### src/rtl/load_store_unit.sv
// Memory stage of an in-order pipeline: issues one load/store at a time over a req/ack
// memory port, extends load data, passes the instruction to writeback and raises sticky halts.
module load_store_unit #(
    parameter int TIMEOUT = 255
) (
    input  logic        clk,
    input  logic        rst,
    input  logic        valid_in_mem,
    input  logic [31:0] Instr_in_mem,
    input  logic [31:0] PC_in_mem,
    input  logic [31:0] ALUOutput_in_mem,
    input  logic [31:0] Rdata2_in_mem,
    input  logic        halt_in_mem,
    output logic        stall_out_mem,
    output logic        mem_req,
    output logic        mem_we,
    output logic [31:0] mem_addr,
    output logic [31:0] mem_wdata,
    output logic [3:0]  mem_wstrb,
    input  logic        mem_ack,
    input  logic [31:0] mem_rdata,
    output logic        valid_out_mem,
    output logic [31:0] Instr_out_mem,
    output logic [31:0] PC_out_mem,
    output logic [31:0] ALUOutput_out_mem,
    output logic [31:0] MemData_out_mem,
    output logic        halt_out_mem,
    output logic [1:0]  state_dbg
);
    // Handshake: mem_req is raised with all request fields and they hold unchanged until the
    // cycle mem_ack is high; that cycle completes the access and mem_rdata is sampled.
    typedef enum logic [1:0] {IDLE = 2'd0, BUSY = 2'd1, HALTED = 2'd2} state_t;

    localparam logic [6:0] OP_LOAD    = 7'b0000011;
    localparam logic [6:0] OP_STORE   = 7'b0100011;
    localparam logic [7:0] WAIT_LIMIT = 8'(TIMEOUT - 1);

    state_t      state;
    logic [7:0]  wait_cnt;
    logic [31:0] busy_instr;
    logic [31:0] busy_pc;
    logic [31:0] busy_alu;

    logic [2:0]  funct3;
    logic [1:0]  lane;
    logic        is_load;
    logic        is_store;
    logic        f3_legal;
    logic        aligned;
    logic        issue;
    logic        idle_halt;
    logic [3:0]  strb_next;
    logic [31:0] wdata_next;
    logic [31:0] shifted;
    logic [31:0] load_data;

    assign state_dbg = state;

    always_comb begin
        funct3   = Instr_in_mem[14:12];
        lane     = ALUOutput_in_mem[1:0];
        is_load  = (Instr_in_mem[6:0] == OP_LOAD);
        is_store = (Instr_in_mem[6:0] == OP_STORE);
        case (funct3)
            3'b000, 3'b001, 3'b010: f3_legal = 1'b1;
            3'b100, 3'b101:         f3_legal = is_load;
            default:                f3_legal = 1'b0;
        endcase
        // funct3[1:0] encodes the access size for every legal code: 00 byte, 01 half, 10 word
        case (funct3[1:0])
            2'b00: begin
                aligned    = 1'b1;
                strb_next  = 4'b0001 << lane;
                wdata_next = {4{Rdata2_in_mem[7:0]}};
            end
            2'b01: begin
                aligned    = ~lane[0];
                strb_next  = 4'b0011 << lane;
                wdata_next = {2{Rdata2_in_mem[15:0]}};
            end
            default: begin
                aligned    = (lane == 2'b00);
                strb_next  = 4'b1111;
                wdata_next = Rdata2_in_mem;
            end
        endcase
        issue     = (state == IDLE) && valid_in_mem && (is_load || is_store)
                    && f3_legal && aligned && !halt_in_mem;
        idle_halt = (state == IDLE) && (halt_in_mem ||
                    (valid_in_mem && (is_load || is_store) && !(f3_legal && aligned)));
        stall_out_mem = issue || ((state == BUSY) && !mem_ack);
    end

    always_comb begin
        shifted = mem_rdata >> {busy_alu[1:0], 3'b000};
        case (busy_instr[14:12])
            3'b000:  load_data = {{24{shifted[7]}}, shifted[7:0]};
            3'b001:  load_data = {{16{shifted[15]}}, shifted[15:0]};
            3'b100:  load_data = {24'd0, shifted[7:0]};
            3'b101:  load_data = {16'd0, shifted[15:0]};
            default: load_data = mem_rdata;
        endcase
    end

    always_ff @(posedge clk or negedge rst) begin
        if (!rst) begin
            state             <= IDLE;
            wait_cnt          <= 8'd0;
            busy_instr        <= 32'd0;
            busy_pc           <= 32'd0;
            busy_alu          <= 32'd0;
            mem_req           <= 1'b0;
            mem_we            <= 1'b0;
            mem_addr          <= 32'd0;
            mem_wdata         <= 32'd0;
            mem_wstrb         <= 4'd0;
            valid_out_mem     <= 1'b0;
            Instr_out_mem     <= 32'd0;
            PC_out_mem        <= 32'd0;
            ALUOutput_out_mem <= 32'd0;
            MemData_out_mem   <= 32'd0;
            halt_out_mem      <= 1'b0;
        end else begin
            valid_out_mem <= 1'b0;
            case (state)
                IDLE: begin
                    if (idle_halt) begin
                        halt_out_mem      <= 1'b1;
                        valid_out_mem     <= 1'b1;
                        Instr_out_mem     <= Instr_in_mem;
                        PC_out_mem        <= PC_in_mem;
                        ALUOutput_out_mem <= ALUOutput_in_mem;
                        state             <= HALTED;
                    end else if (issue) begin
                        mem_req    <= 1'b1;
                        mem_we     <= is_store;
                        mem_addr   <= {ALUOutput_in_mem[31:2], 2'b00};
                        mem_wdata  <= is_store ? wdata_next : 32'd0;
                        mem_wstrb  <= is_store ? strb_next : 4'd0;
                        wait_cnt   <= 8'd0;
                        busy_instr <= Instr_in_mem;
                        busy_pc    <= PC_in_mem;
                        busy_alu   <= ALUOutput_in_mem;
                        state      <= BUSY;
                    end else if (valid_in_mem) begin
                        valid_out_mem     <= 1'b1;
                        Instr_out_mem     <= Instr_in_mem;
                        PC_out_mem        <= PC_in_mem;
                        ALUOutput_out_mem <= ALUOutput_in_mem;
                    end
                end
                BUSY: begin
                    // Ack takes priority over an expiring wait counter.
                    if (mem_ack) begin
                        mem_req           <= 1'b0;
                        valid_out_mem     <= 1'b1;
                        Instr_out_mem     <= busy_instr;
                        PC_out_mem        <= busy_pc;
                        ALUOutput_out_mem <= busy_alu;
                        if (!mem_we) MemData_out_mem <= load_data;
                        state             <= IDLE;
                    end else if (wait_cnt == WAIT_LIMIT) begin
                        mem_req           <= 1'b0;
                        halt_out_mem      <= 1'b1;
                        valid_out_mem     <= 1'b1;
                        Instr_out_mem     <= busy_instr;
                        PC_out_mem        <= busy_pc;
                        ALUOutput_out_mem <= busy_alu;
                        state             <= HALTED;
                    end else begin
                        wait_cnt <= wait_cnt + 8'd1;
                    end
                end
                HALTED: begin
                    state <= HALTED;
                end
                default: state <= IDLE;
            endcase
        end
    end
endmodule
### config.mk
export PLATFORM = sky130hd
export DESIGN_NAME = load_store_unit
export DESIGN_NICKNAME = d
export VERILOG_FILES = /design/src/rtl/load_store_unit.sv
export SDC_FILE = /design/constraint.sdc
export NUM_CORES = 1
export LEC_CHECK = 0
export BUFFER_PORTS_ARGS = -buffer_cell sky130_fd_sc_hd__buf_2
export CORE_UTILIZATION = 40
export DETAILED_ROUTE_END_ITERATION = 6
export GPL_TIMING_DRIVEN = 0
export PLACE_DENSITY_LB_ADDON = 0.05
export SYNTH_ARGS = -nofsm -noshare
export SYNTH_HDL_FRONTEND = slang
export SYNTH_SLANG_ARGS = --single-unit
### constraint.sdc
create_clock -name clk -period 2.4 [get_ports clk]
set_clock_uncertainty 0.1 [all_clocks]
set_input_delay 0.24 -clock clk [delete_from_list [all_inputs] [get_ports clk]]
set_output_delay 0.24 -clock clk [all_outputs]
set_load 0.03 [all_outputs]
==> results.tsv <==
metric	value	unit
clk_lat worst skew	500	ps
share of layout cells above drive strength 1	27.8	%
final WL	39.4	mm
dpl hpwl	27.7	mm
initial antenna violation count	4	
setup slack, reg-to-reg	110	ps
WP data required	2060	ps
top cells by area, synth	dfrtp_1 (55%), nand2_1 (15%), mux2i_1 (9.2%), o21ai_0 (3.6%), o21ai_1 (3.2%)	
placed cells	2104	
number of synthesized register bits	274	
Post-synth EDFFs	0	
Final nets	2042	
Hold Violations, Final	0	
post-synth top area share	54.9	%
RR Endpoint	PC_out_mem[5]$_DFFE_PN0P_	
Internal Power	9.20	mW
Final Util	56.8	%
P&R area growth vs syn	39.5	%
Cells after Synth	1344	
max-slew violation count	0	
Mean Syn Cell Area	9.29	um^2
CP arrival	1970	ps
Sw Ratio	31.0	%
Distinct cells, synth	50	
post-route cell area	17400	um^2
pre-CTS WS	-308	ps
Slew @ Worst Pin	836	ps
Non-Filler Instances	2292	
CTS tree	yes	
maximum number of pins on one net before global-route repair	117	
Wirelength per Cell	17.2	um
Starting Density	40.7	%
register area share after synthesis	54.9	%
Die X	179	um
Clock Path Buffers	3	
Lkg Pwr	8.87	nW
Num CTS Buffers	34	
crit-path max FO	19	
hold path cells	3	
sequential group share of total power	40.6	%
die area	31900	um^2
DRT iter0 DRCs	656	
Top Ports	368	
maximum vdd ir drop	0.486	mV
Sink Count	274	
GRT Overall Usage	24.4	%
area leader, netlist	dfrtp_1	
core footprint	30700	um^2
Worst-path clk slew	60	ps
Port Buf Inserts	361	
HP Class	in2reg	
Setup CP Type	reg2out	
reg-to-reg critical path startpoint	wait_cnt[0]$_DFFE_PN0P_	
type of destination of the critical path	output port	
status	finished, final reports clean	
CP Launch Type	flop	
GPL Wtd Cong	0.879	
Pwr Total	13.3	mW
synthesized area	12500	um^2
DR DRC count	0	
Post-synth top flop	dfrtp_1	
Post-Route Setup TNS	0	ps
Net Switching	4.14	mW
gr ovfl total	0	
Yosys warnings	0	
max-capacitance violation count	0	
Row Count	64	
die height	179	um
Final Setup Violations	0	
placed cell area	14900	um^2
fin crit share	96.4	%
Rel. slew slack	44.2	%
Clock power frac	38.3	%
hold_ws	17.7	ps
Via density	4.93	
Reg2Reg Depth	9	
Synth top cells by count	nand2_1 (485), dfrtp_1 (274), mux2i_1 (115)	
fin crit period	2310	ps
vias in the first global route	11100	
CTS root buf	clkbuf_16	
routed vias	11300	
Power Density	767	nW/um^2
drt pass-1 iters	4	
Logic pwr share	21.0	%
first-pass GRT wire length	60.5	mm
ANT nets after route	0	
most instantiated library cell after synthesis	nand2_1	
Hold Path End	MemData_out_mem[12]$_DFFE_PN0P_	
htree depth	2	
worst hold start	mem_rdata[12]	
async set-reset flop share out of synthesis	100	%
maximum achievable frequency	0.432	GHz
final worst slack	85.4	ps
layout make-up:
| cell class | count | area (um^2) |
|---|---|---|
| Fill cell | 2837 | 13300 |
| Sequential cell | 274 | 6860 |
| Multi-Input combinational cell | 948 | 5020 |
| Timing Repair Buffer | 498 | 3200 |
| Clock buffer | 46 | 977 |
| Buffer | 115 | 701 |
| Tap cell | 396 | 495 |
| Clock inverter | 10 | 133 |
| Inverter | 4 | 15.0 |
| Antenna cell | 1 | 2.50 |
layer usage:
metal,GRT usage (%),up-vias,wire length (um)
met5,0,-,35
met4,6.96,6,986
met3,6.11,76,2850
met2,40.6,375,18600
met1,31.5,5354,16900
li1,-,5492,-
cell families (layout without fill, tap and decap cells):
logic type	after synthesis	after routing	synth area share, %
buffers and inverters	123	673	5.33
other	1	3	0.0300
AOI/OAI and AO/OA	235	235	10.1
adders and majority gates	2	2	0.200
DFF	274	274	54.9
muxes	132	132	10.8
and+or+nand+nor	577	577	18.5
worst max-delay path, stage by stage (launching register included):
cell and delay [ps]:
dfrtp_2 470, nor3_4 280, o2111ai_4 230, buf_12 230, o21ai_0 80, buf_4 190
power by group through the flow:
stage / clock network (mW) / logic, mW / registers [mW]
after floorplan: 0 / 0.544 / 6.53
after global placement: 0 / 2.63 / 5.48
after detailed placement: 0 / 2.66 / 5.50
after CTS: 5.24 / 2.83 / 5.42
after global routing: 5.42 / 3.04 / 5.49
final: 5.12 / 2.81 / 5.42
flip-flops by register name, summed over array words and instances, names as in the netlist:
register	flops
mem_we	1
ALUOutput_out_mem	32
wait_cnt	8
valid_out_mem	1
busy_alu	32
busy_instr	32
state_dbg	2
mem_req	1
Instr_out_mem	32
mem_wstrb	4
busy_pc	32
PC_out_mem	32
mem_wdata	32
halt_out_mem	1
MemData_out_mem	32
cell usage in the layout, fill, tap and decap left out, types with 3 or more instances in the layout:
| cell | netlist | final |
|---|---|---|
| inv_1 | 4 | 4 |
| dfrtp_1 | 274 | 272 |
| or4_1 | 5 | 5 |
| nor2_1 | 51 | 51 |
| nand3_1 | 3 | 3 |
| nand2b_1 | 8 | 8 |
| buf_2 | 16 | 372 |
| clkbuf_8 | 0 | 6 |
| mux2i_1 | 115 | 115 |
| a21oi_1 | 37 | 36 |
| clkbuf_4 | 0 | 3 |
| o21ai_1 | 81 | 81 |
| clkbuf_16 | 0 | 35 |
| clkbuf_1 | 55 | 50 |
| a22oi_1 | 7 | 7 |
| and2_1 | 4 | 4 |
| buf_6 | 3 | 10 |
| bufinv_16 | 0 | 3 |
| nand2_1 | 485 | 485 |
| mux2_2 | 16 | 16 |
| buf_4 | 43 | 45 |
| dlygate4sd3_1 | 0 | 126 |
| clkinv_2 | 0 | 5 |
| o21ai_0 | 89 | 89 |
| nor2b_1 | 3 | 3 |
| clkbuf_2 | 0 | 6 |
| o22ai_1 | 7 | 7 |
worst max path at each step:
stage,startpoint,endpoint,slack [ps],depth (start not counted)
4_1_cts,state_dbg[0]$_DFFE_PN0P_,stall_out_mem,-80,5
5_1_grt,state_dbg[1]$_DFFE_PN0P_,stall_out_mem,-20,5
3_5_place_dp,ALUOutput_in_mem[1],stall_out_mem,-310,7
3_3_place_gp,rst,busy_alu[14]$_DFFE_PN0P_,-4420,1
6_report,state_dbg[1]$_DFFE_PN0P_,stall_out_mem,90,5
2_1_floorplan,state_dbg[0]$_DFFE_PN0P_,stall_out_mem,210,5
timing repair:
item	4_1_cts	5_1_grt
hold endpoints to repair	252	0
gates resized for setup	11	33
hold buffers	126	0
cloned	0	0
setup buffers	5	4
setup endpoints to repair	210	203
pin swaps	1	3
(Power assumes the default switching activity.)
